--- config.mk ---
export PLATFORM = sky130hd
export DESIGN_NAME = muldiv_ctrl_flat
export DESIGN_NICKNAME = d
export VERILOG_FILES = /design/src/rtl/muldiv_ctrl_pkg.sv /design/src/rtl/muldiv_ctrl_if.sv /design/src/rtl/muldiv_ctrl_div_iter.sv /design/src/rtl/muldiv_ctrl.sv /design/src/flat_wrapper.sv
export SDC_FILE = /design/constraint.sdc
export NUM_CORES = 2
export LEC_CHECK = 0
export CELL_PAD_IN_SITES_DETAIL_PLACEMENT = 0
export CELL_PAD_IN_SITES_GLOBAL_PLACEMENT = 1
export CORE_ASPECT_RATIO = 0.9
export CORE_MARGIN = 10
export CORE_UTILIZATION = 54
export DETAILED_ROUTE_END_ITERATION = 16
export PLACE_DENSITY = 0.95
export SLEW_MARGIN = 20
export SYNTH_ARGS = -nofsm -noshare
export SYNTH_HDL_FRONTEND = slang
export SYNTH_SLANG_ARGS = --single-unit
--- constraint.sdc ---
create_clock -name clk -period 26.3 [get_ports clk]
set_clock_uncertainty 0.15 [all_clocks]
set_input_delay 5.26 -clock clk [delete_from_list [all_inputs] [get_ports clk]]
set_output_delay 5.26 -clock clk [all_outputs]
set_load 0.005 [all_outputs]
--- src/rtl/muldiv_ctrl_pkg.sv ---
// Shared definitions for the HI/LO multiply/divide controller.
//   MD_* : operation codes presented on op by EXE
//   state_e : controller FSM encoding
package muldiv_pkg;

  localparam logic [2:0] MD_NOP   = 3'd0;
  localparam logic [2:0] MD_MULT  = 3'd1;
  localparam logic [2:0] MD_MULTU = 3'd2;
  localparam logic [2:0] MD_DIV   = 3'd3;
  localparam logic [2:0] MD_DIVU  = 3'd4;
  localparam logic [2:0] MD_MTHI  = 3'd5;
  localparam logic [2:0] MD_MTLO  = 3'd6;

  typedef enum logic [1:0] {
    IDLE = 2'd0,
    MUL  = 2'd1,
    DIV  = 2'd2,
    DONE = 2'd3
  } state_e;

endpackage

--- src/rtl/muldiv_ctrl_if.sv ---
// EXE <-> muldiv_ctrl bundle.
//   master (EXE): drives start/op/src_a/src_b/cancel, sees stall/busy/done/HI/LO
//   slave  (controller): the reverse
interface muldiv_ctrl_if #(parameter int DATA_W = 32);
  logic              start;
  logic [2:0]        op;
  logic [DATA_W-1:0] src_a;
  logic [DATA_W-1:0] src_b;
  logic              cancel;
  logic              stall_req;
  logic              busy;
  logic              done;
  logic [DATA_W-1:0] hi_out;
  logic [DATA_W-1:0] lo_out;

  modport master (output start, op, src_a, src_b, cancel,
                  input  stall_req, busy, done, hi_out, lo_out);
  modport slave  (input  start, op, src_a, src_b, cancel,
                  output stall_req, busy, done, hi_out, lo_out);
endinterface

--- src/rtl/muldiv_ctrl_div_iter.sv ---
// Restoring divider datapath, one quotient bit per enabled cycle.
//   clk, rst    : clock, synchronous active-high reset
//   load_i      : capture operand magnitudes and result signs
//   en_i        : perform one iteration
//   signed_i    : treat a_i/b_i as two's complement
//   a_i, b_i    : dividend, divisor (b_i must be non-zero)
//   q_o, r_o    : sign-fixed quotient/remainder *after* the current iteration,
//                 so the controller can commit them on the final enable edge
module div_iter #(parameter int DATA_W = 32) (
  input  logic              clk,
  input  logic              rst,
  input  logic              load_i,
  input  logic              en_i,
  input  logic              signed_i,
  input  logic [DATA_W-1:0] a_i,
  input  logic [DATA_W-1:0] b_i,
  output logic [DATA_W-1:0] q_o,
  output logic [DATA_W-1:0] r_o
);
  logic [DATA_W-1:0] rem_q, quo_q, dvs_q;
  logic              qneg_q, rneg_q;

  logic              a_neg, b_neg;
  logic [DATA_W-1:0] a_mag, b_mag;
  assign a_neg = signed_i & a_i[DATA_W-1];
  assign b_neg = signed_i & b_i[DATA_W-1];
  assign a_mag = a_neg ? -a_i : a_i;
  assign b_mag = b_neg ? -b_i : b_i;

  // quo_q starts as the dividend and shifts out MSB-first while quotient
  // bits shift in at the bottom.
  logic [DATA_W:0]   shifted, diff;
  logic              ge;
  logic [DATA_W-1:0] rem_n, quo_n;
  assign shifted = {rem_q, quo_q[DATA_W-1]};
  assign diff    = shifted - {1'b0, dvs_q};
  assign ge      = ~diff[DATA_W];
  assign rem_n   = ge ? diff[DATA_W-1:0] : shifted[DATA_W-1:0];
  assign quo_n   = {quo_q[DATA_W-2:0], ge};

  assign q_o = qneg_q ? -quo_n : quo_n;
  assign r_o = rneg_q ? -rem_n : rem_n;

  always_ff @(posedge clk) begin
    if (rst) begin
      rem_q  <= '0;
      quo_q  <= '0;
      dvs_q  <= '0;
      qneg_q <= 1'b0;
      rneg_q <= 1'b0;
    end else if (load_i) begin
      rem_q  <= '0;
      quo_q  <= a_mag;
      dvs_q  <= b_mag;
      qneg_q <= a_neg ^ b_neg;
      rneg_q <= a_neg;
    end else if (en_i) begin
      rem_q  <= rem_n;
      quo_q  <= quo_n;
    end
  end
endmodule

--- src/rtl/muldiv_ctrl.sv ---
// HI/LO sequencing controller beside EXE: 2-cycle multiply, DATA_W-iteration
// restoring divide, MTHI/MTLO writes; owns HI/LO and stalls the pipe.
//   clk, rst : clock, synchronous active-high reset
//   bus      : muldiv_ctrl_if slave (start/op/src_a/src_b/cancel in;
//              stall_req/busy/done/hi_out/lo_out out)
module muldiv_ctrl import muldiv_pkg::*; #(parameter int DATA_W = 32) (
  input logic           clk,
  input logic           rst,
  muldiv_ctrl_if.slave  bus
);
  localparam int CW = $clog2(DATA_W);

  state_e            state_q, state_d;
  logic [CW-1:0]     cnt_q, cnt_d;
  logic [DATA_W-1:0] hi_q, hi_d, lo_q, lo_d;
  logic [DATA_W-1:0] ma_q, ma_d, mb_q, mb_d;
  logic              msgn_q, msgn_d;
  logic              div_load, div_en;
  logic [DATA_W-1:0] div_q, div_r;

  logic is_mul, is_div;
  assign is_mul = (bus.op == MD_MULT) || (bus.op == MD_MULTU);
  assign is_div = (bus.op == MD_DIV)  || (bus.op == MD_DIVU);

  // Sign-extend to 2*DATA_W so one modular multiply covers both signednesses.
  logic [2*DATA_W-1:0] a_ext, b_ext, prod;
  assign a_ext = {{DATA_W{msgn_q & ma_q[DATA_W-1]}}, ma_q};
  assign b_ext = {{DATA_W{msgn_q & mb_q[DATA_W-1]}}, mb_q};
  assign prod  = a_ext * b_ext;

  div_iter #(.DATA_W(DATA_W)) u_div (
    .clk      (clk),
    .rst      (rst),
    .load_i   (div_load),
    .en_i     (div_en),
    .signed_i (bus.op == MD_DIV),
    .a_i      (bus.src_a),
    .b_i      (bus.src_b),
    .q_o      (div_q),
    .r_o      (div_r)
  );

  always_comb begin
    state_d  = state_q;
    cnt_d    = cnt_q;
    hi_d     = hi_q;
    lo_d     = lo_q;
    ma_d     = ma_q;
    mb_d     = mb_q;
    msgn_d   = msgn_q;
    div_load = 1'b0;
    div_en   = 1'b0;
    case (state_q)
      IDLE: if (bus.start && !bus.cancel) begin
        if (bus.op == MD_MTHI) hi_d = bus.src_a;
        else if (bus.op == MD_MTLO) lo_d = bus.src_a;
        else if (is_mul) begin
          ma_d    = bus.src_a;
          mb_d    = bus.src_b;
          msgn_d  = (bus.op == MD_MULT);
          state_d = MUL;
        end else if (is_div) begin
          if (bus.src_b == '0) begin
            lo_d    = '1;
            hi_d    = bus.src_a;
            state_d = DONE;
          end else begin
            div_load = 1'b1;
            cnt_d    = '0;
            state_d  = DIV;
          end
        end
      end
      MUL: begin
        if (bus.cancel) begin
          state_d = IDLE;
          cnt_d   = '0;
        end else begin
          {hi_d, lo_d} = prod;
          state_d      = DONE;
        end
      end
      DIV: begin
        if (bus.cancel) begin
          state_d = IDLE;
          cnt_d   = '0;
        end else begin
          div_en = 1'b1;
          cnt_d  = cnt_q + CW'(1);
          // Final iteration: commit the post-iteration result directly.
          if (cnt_q == CW'(DATA_W-1)) begin
            hi_d    = div_r;
            lo_d    = div_q;
            state_d = DONE;
          end
        end
      end
      default: state_d = IDLE;
    endcase
  end

  always_ff @(posedge clk) begin
    if (rst) begin
      state_q <= IDLE;
      cnt_q   <= '0;
      hi_q    <= '0;
      lo_q    <= '0;
      ma_q    <= '0;
      mb_q    <= '0;
      msgn_q  <= 1'b0;
    end else begin
      state_q <= state_d;
      cnt_q   <= cnt_d;
      hi_q    <= hi_d;
      lo_q    <= lo_d;
      ma_q    <= ma_d;
      mb_q    <= mb_d;
      msgn_q  <= msgn_d;
    end
  end

  assign bus.stall_req = ((state_q == IDLE && bus.start && (is_mul || is_div)) ||
                          state_q == MUL || state_q == DIV) && !bus.cancel;
  assign bus.busy      = (state_q != IDLE);
  assign bus.done      = (state_q == DONE);
  assign bus.hi_out    = hi_q;
  assign bus.lo_out    = lo_q;
endmodule

--- src/flat_wrapper.sv ---
// flat-port wrapper written by rule: the top's interface ports become plain ports
module muldiv_ctrl_flat import muldiv_pkg::*;
#(parameter int DATA_W = 32)
  (clk, rst, bus_start, bus_op, bus_src_a, bus_src_b, bus_cancel, bus_stall_req, bus_busy, bus_done, bus_hi_out, bus_lo_out);
  muldiv_ctrl_if #(.DATA_W(DATA_W)) bus_i ();
  input logic clk;
  input logic rst;
  input wire logic [$bits(bus_i.start)-1:0] bus_start;
  input wire logic [$bits(bus_i.op)-1:0] bus_op;
  input wire logic [$bits(bus_i.src_a)-1:0] bus_src_a;
  input wire logic [$bits(bus_i.src_b)-1:0] bus_src_b;
  input wire logic [$bits(bus_i.cancel)-1:0] bus_cancel;
  output wire logic [$bits(bus_i.stall_req)-1:0] bus_stall_req;
  output wire logic [$bits(bus_i.busy)-1:0] bus_busy;
  output wire logic [$bits(bus_i.done)-1:0] bus_done;
  output wire logic [$bits(bus_i.hi_out)-1:0] bus_hi_out;
  output wire logic [$bits(bus_i.lo_out)-1:0] bus_lo_out;
  assign bus_i.start = bus_start;
  assign bus_i.op = bus_op;
  assign bus_i.src_a = bus_src_a;
  assign bus_i.src_b = bus_src_b;
  assign bus_i.cancel = bus_cancel;
  assign bus_stall_req = bus_i.stall_req;
  assign bus_busy = bus_i.busy;
  assign bus_done = bus_i.done;
  assign bus_hi_out = bus_i.hi_out;
  assign bus_lo_out = bus_i.lo_out;
  muldiv_ctrl #(.DATA_W(DATA_W)) u_core (.clk(clk), .rst(rst), .bus(bus_i));
endmodule
==> results.json <==
{
  "grt_use_total_pct": 28.3,
  "drt_iter0_drc": 3576,
  "drt_pre_antenna_iters": 6,
  "finalHoldViolations": 0,
  "status": "finished, final reports clean",
  "place_area_mm2": 0.0550,
  "wl_per_cell_um": 20.9,
  "gp_congestion": 0.953,
  "synth_top_family_by_area": "adder cells",
  "row_count": 108,
  "route.detailed.drc": 0,
  "drtAntennaViolNets": 0,
  "yosysWarnings": 0,
  "routed_wl_um": 154000,
  "cpMostUsedCell": "clkdlybuf4s50_1",
  "synth_simple_gate_area_share_pct": 17.6,
  "clk_path_buf_depth": 3,
  "synthTopCellsByArea": "fa_1 43%, dfxtp_1 8.9%, inv_1 8.5%",
  "synth-edff-count": 0,
  "cts_resized": 0,
  "synthXorXnorAreaFrac_pct": 3.50,
  "netlist_instances": 6227,
  "postCtsSetupRepairBufs": 0,
  "core_mm2": 0.0968,
  "hold_depth": 2,
  "grt_pass1_wl_um": 248000,
  "cts_buffers": 24,
  "root_buffer": "clkbuf_16",
  "drv_cap": 0,
  "ios": 138,
  "final_cells": 7378,
  "worst_pin_slew_ns": 1.10,
  "arrival_ns": 6.99,
  "min_period_ns": 12.40,
  "place_ws_ns": 13.93,
  "wl_met3_um": 12900,
  "vias_per_cell": 5.79,
  "reg2regPathDepth": 28,
  "portBuffers": 137,
  "start_kind": "input pin",
  "critPathMaxFanout": 7,
  "fmax_mhz": 80.7,
  "setup_viol": 0,
  "synth_nets": 7678,
  "slew_headroom_pct": 25.6,
  "power_mw": 1.40,
  "die_h_um": 317,
  "place_inst": 7327,
  "rsz0062_at_grt": "no",
  "path_cells": "clkdlybuf4s50_1 -> nor2_1 -> xnor2_1 -> nand3_1 -> a31oi_1 -> clkdlybuf4s50_1",
  "avgSynthCellArea_um2": 8.48,
  "cts-htree-levels": 1,
  "postCtsHoldBufs": 0,
  "min_path_type": "flip-flop to flip-flop",
  "critPathKind": "input pin to output port",
  "drive_above_1_share_pct": 3.16,
  "synthMuxAreaShare_pct": 0.521,
  "crit_required_ns": 20.89,
  "synth_compound_area_share_pct": 9.66,
  "setup_tns_ns": 0,
  "synth_top_cell_by_area": "fa_1",
  "cts_tree": "built",
  "ir_drop_v": 0.0000670,
  "clk_pin_slew_ns": 0.06,
  "synth_seq_cells": 234,
  "dr.max_layer_used": "met5",
  "dieArea_mm2": 0.111,
  "leakage_nw": 26.0,
  "grt_pass1_vias": 44700,
  "m1WireLength_um": 60200,
  "synth_ff_type": "dfxtp_1",
  "grt-ovfl-total": 0,
  "synth_area_mm2": 0.0528,
  "hpwlAfterDp_um": 121000,
  "clk_latency_ns": 0.57,
  "nets": 7539,
  "ys_async_sr_fraction_pct": 0,
  "synth_adder_area_share_pct": 48.7,
  "final_cell_area_mm2": 0.0558,
  "fin_crit_sh_pct": 47.1,
  "p_per_area_mw_per_mm2": 25.1,
  "area_growth_pct": 5.64,
  "die_width_um": 350,
  "synth.distinct_cells": 81,
  "grt_max_degree": 85,
  "cts_sinks": 234,
  "slowest_delay_ns": 0.62,
  "worstSetupEndpointType": "output port",
  "worst_slack_ns": 13.90,
  "ys_seq_area_share_pct": 8.87,
  "slew_violations": 0,
  "route.met2.wl_um": 73500,
  "start_util_pct": 54.6,
  "vias": 42700,
  "critPathSlowestCell": "clkdlybuf4s50_1",
  "antenna_found_initial": 11,
  "synth_top_cell_area_share_pct": 42.7
}
==> synthesized netlist by cell type (47+ instances only) <==
master / count
o21ai_0: 122
a21oi_1: 235
nand3_1: 47
and2_1: 355
xnor2_1: 130
clkbuf_1: 359
nor3_1: 65
fa_1: 1126
inv_1: 1194
a211oi_1: 77
dfxtp_1: 234
nand2_1: 1058
ha_1: 254
nor2_1: 300
xor2_1: 81
a21o_1: 52
==> power breakdown <==
group | switching [mW] | internal (mW)
clock network | 0.168 | 0.196
logic | 0.420 | 0.215
registers | 0.0295 | 0.373
total | 0.617 | 0.784
==> flip-flops by register name, summed over array words and instances, names as in the netlist <==
register	count
u_core.bus.hi_out	32
u_core.bus.lo_out	32
u_core.cnt_q	5
u_core.ma_q	32
u_core.mb_q	32
u_core.msgn_q	1
u_core.state_q	2
u_core.u_div.dvs_q	32
u_core.u_div.qneg_q	1
u_core.u_div.quo_q	32
u_core.u_div.rem_q	32
u_core.u_div.rneg_q	1
==> worst max-delay path: cells and delay by family <==
family,cells,cell delay (ns)
AOI/OAI and AO/OA,1,0.18
xor gates and xnor gates,1,0.20
buffers and inverters,2,1.15
and+or+nand+nor,2,0.20
==> layout by cell type (no fill, tap or decap), drive strengths merged, types with 12 or more instances in the layout <==
cell              n
a21o             52
o41ai            17
o31ai            21
a311oi           43
o21a             18
nand2b           31
nor2            300
fa             1126
nor2b            14
clkbuf           32
and3             36
o221ai           14
ha              254
nand2          1058
o211ai           16
nor4             31
or2              21
inv            1195
nand3            47
mux2i            23
or4              14
a221oi           31
a21oi           238
o21ai           124
and2            357
clkdlybuf4s50   136
a211oi           77
nor3             65
or3              21
a31oi            32
dfxtp           234
xnor2           130
nand4            12
buf              77
xor2             81
==> worst paths after layout <==
kind	start	endpoint	slack [ns]
worst max-delay path	bus_op[1]	bus_stall_req	13.90
worst min-delay path	u_core.bus.lo_out[19]	u_core.bus.lo_out[19]	0.30
worst max register to register	u_core.ma_q[31]	u_core.bus.hi_out[28]	16.01
worst min register to register	u_core.bus.lo_out[19]	u_core.bus.lo_out[19]	0.30
==> kinds of logic after synthesis <==
kind of cell,Yosys count
mux,27
compound gates,767
buf+inv,1573
xor+xnor,211
simple gates,2035
flops,234
fa+ha+maj,1380
==> final cells by class <==
cell class,count,area (um^2)
Inverter,1195,4490
Multi-Input combinational cell,4420,42300
Antenna cell,9,22.5
Sequential cell,234,4710
Tap cell,1265,1580
Clock buffer,32,692
Clock inverter,10,97.6
Timing Repair Buffer,213,1940
Fill cell,8624,40900
==> through the flow <==
stage	utilization, %	hold slack, ns
floorplan	-	0.282
global placement	56.8	0.288
detailed placement	56.8	0.297
CTS	57.7	0.306
global route	57.7	0.322
finish	57.7	0.305
==> routing by layer <==
| layer | vias up | track usage (%) |
|---|---|---|
| met2 | 1936 | 47.1 |
| met4 | 2 | 11.7 |
| met5 | - | 0 |
| met1 | 21600 | 37.0 |
| li1 | 18800 | - |
| met3 | 403 | 4.16 |
(Power assumes the default switching activity.)
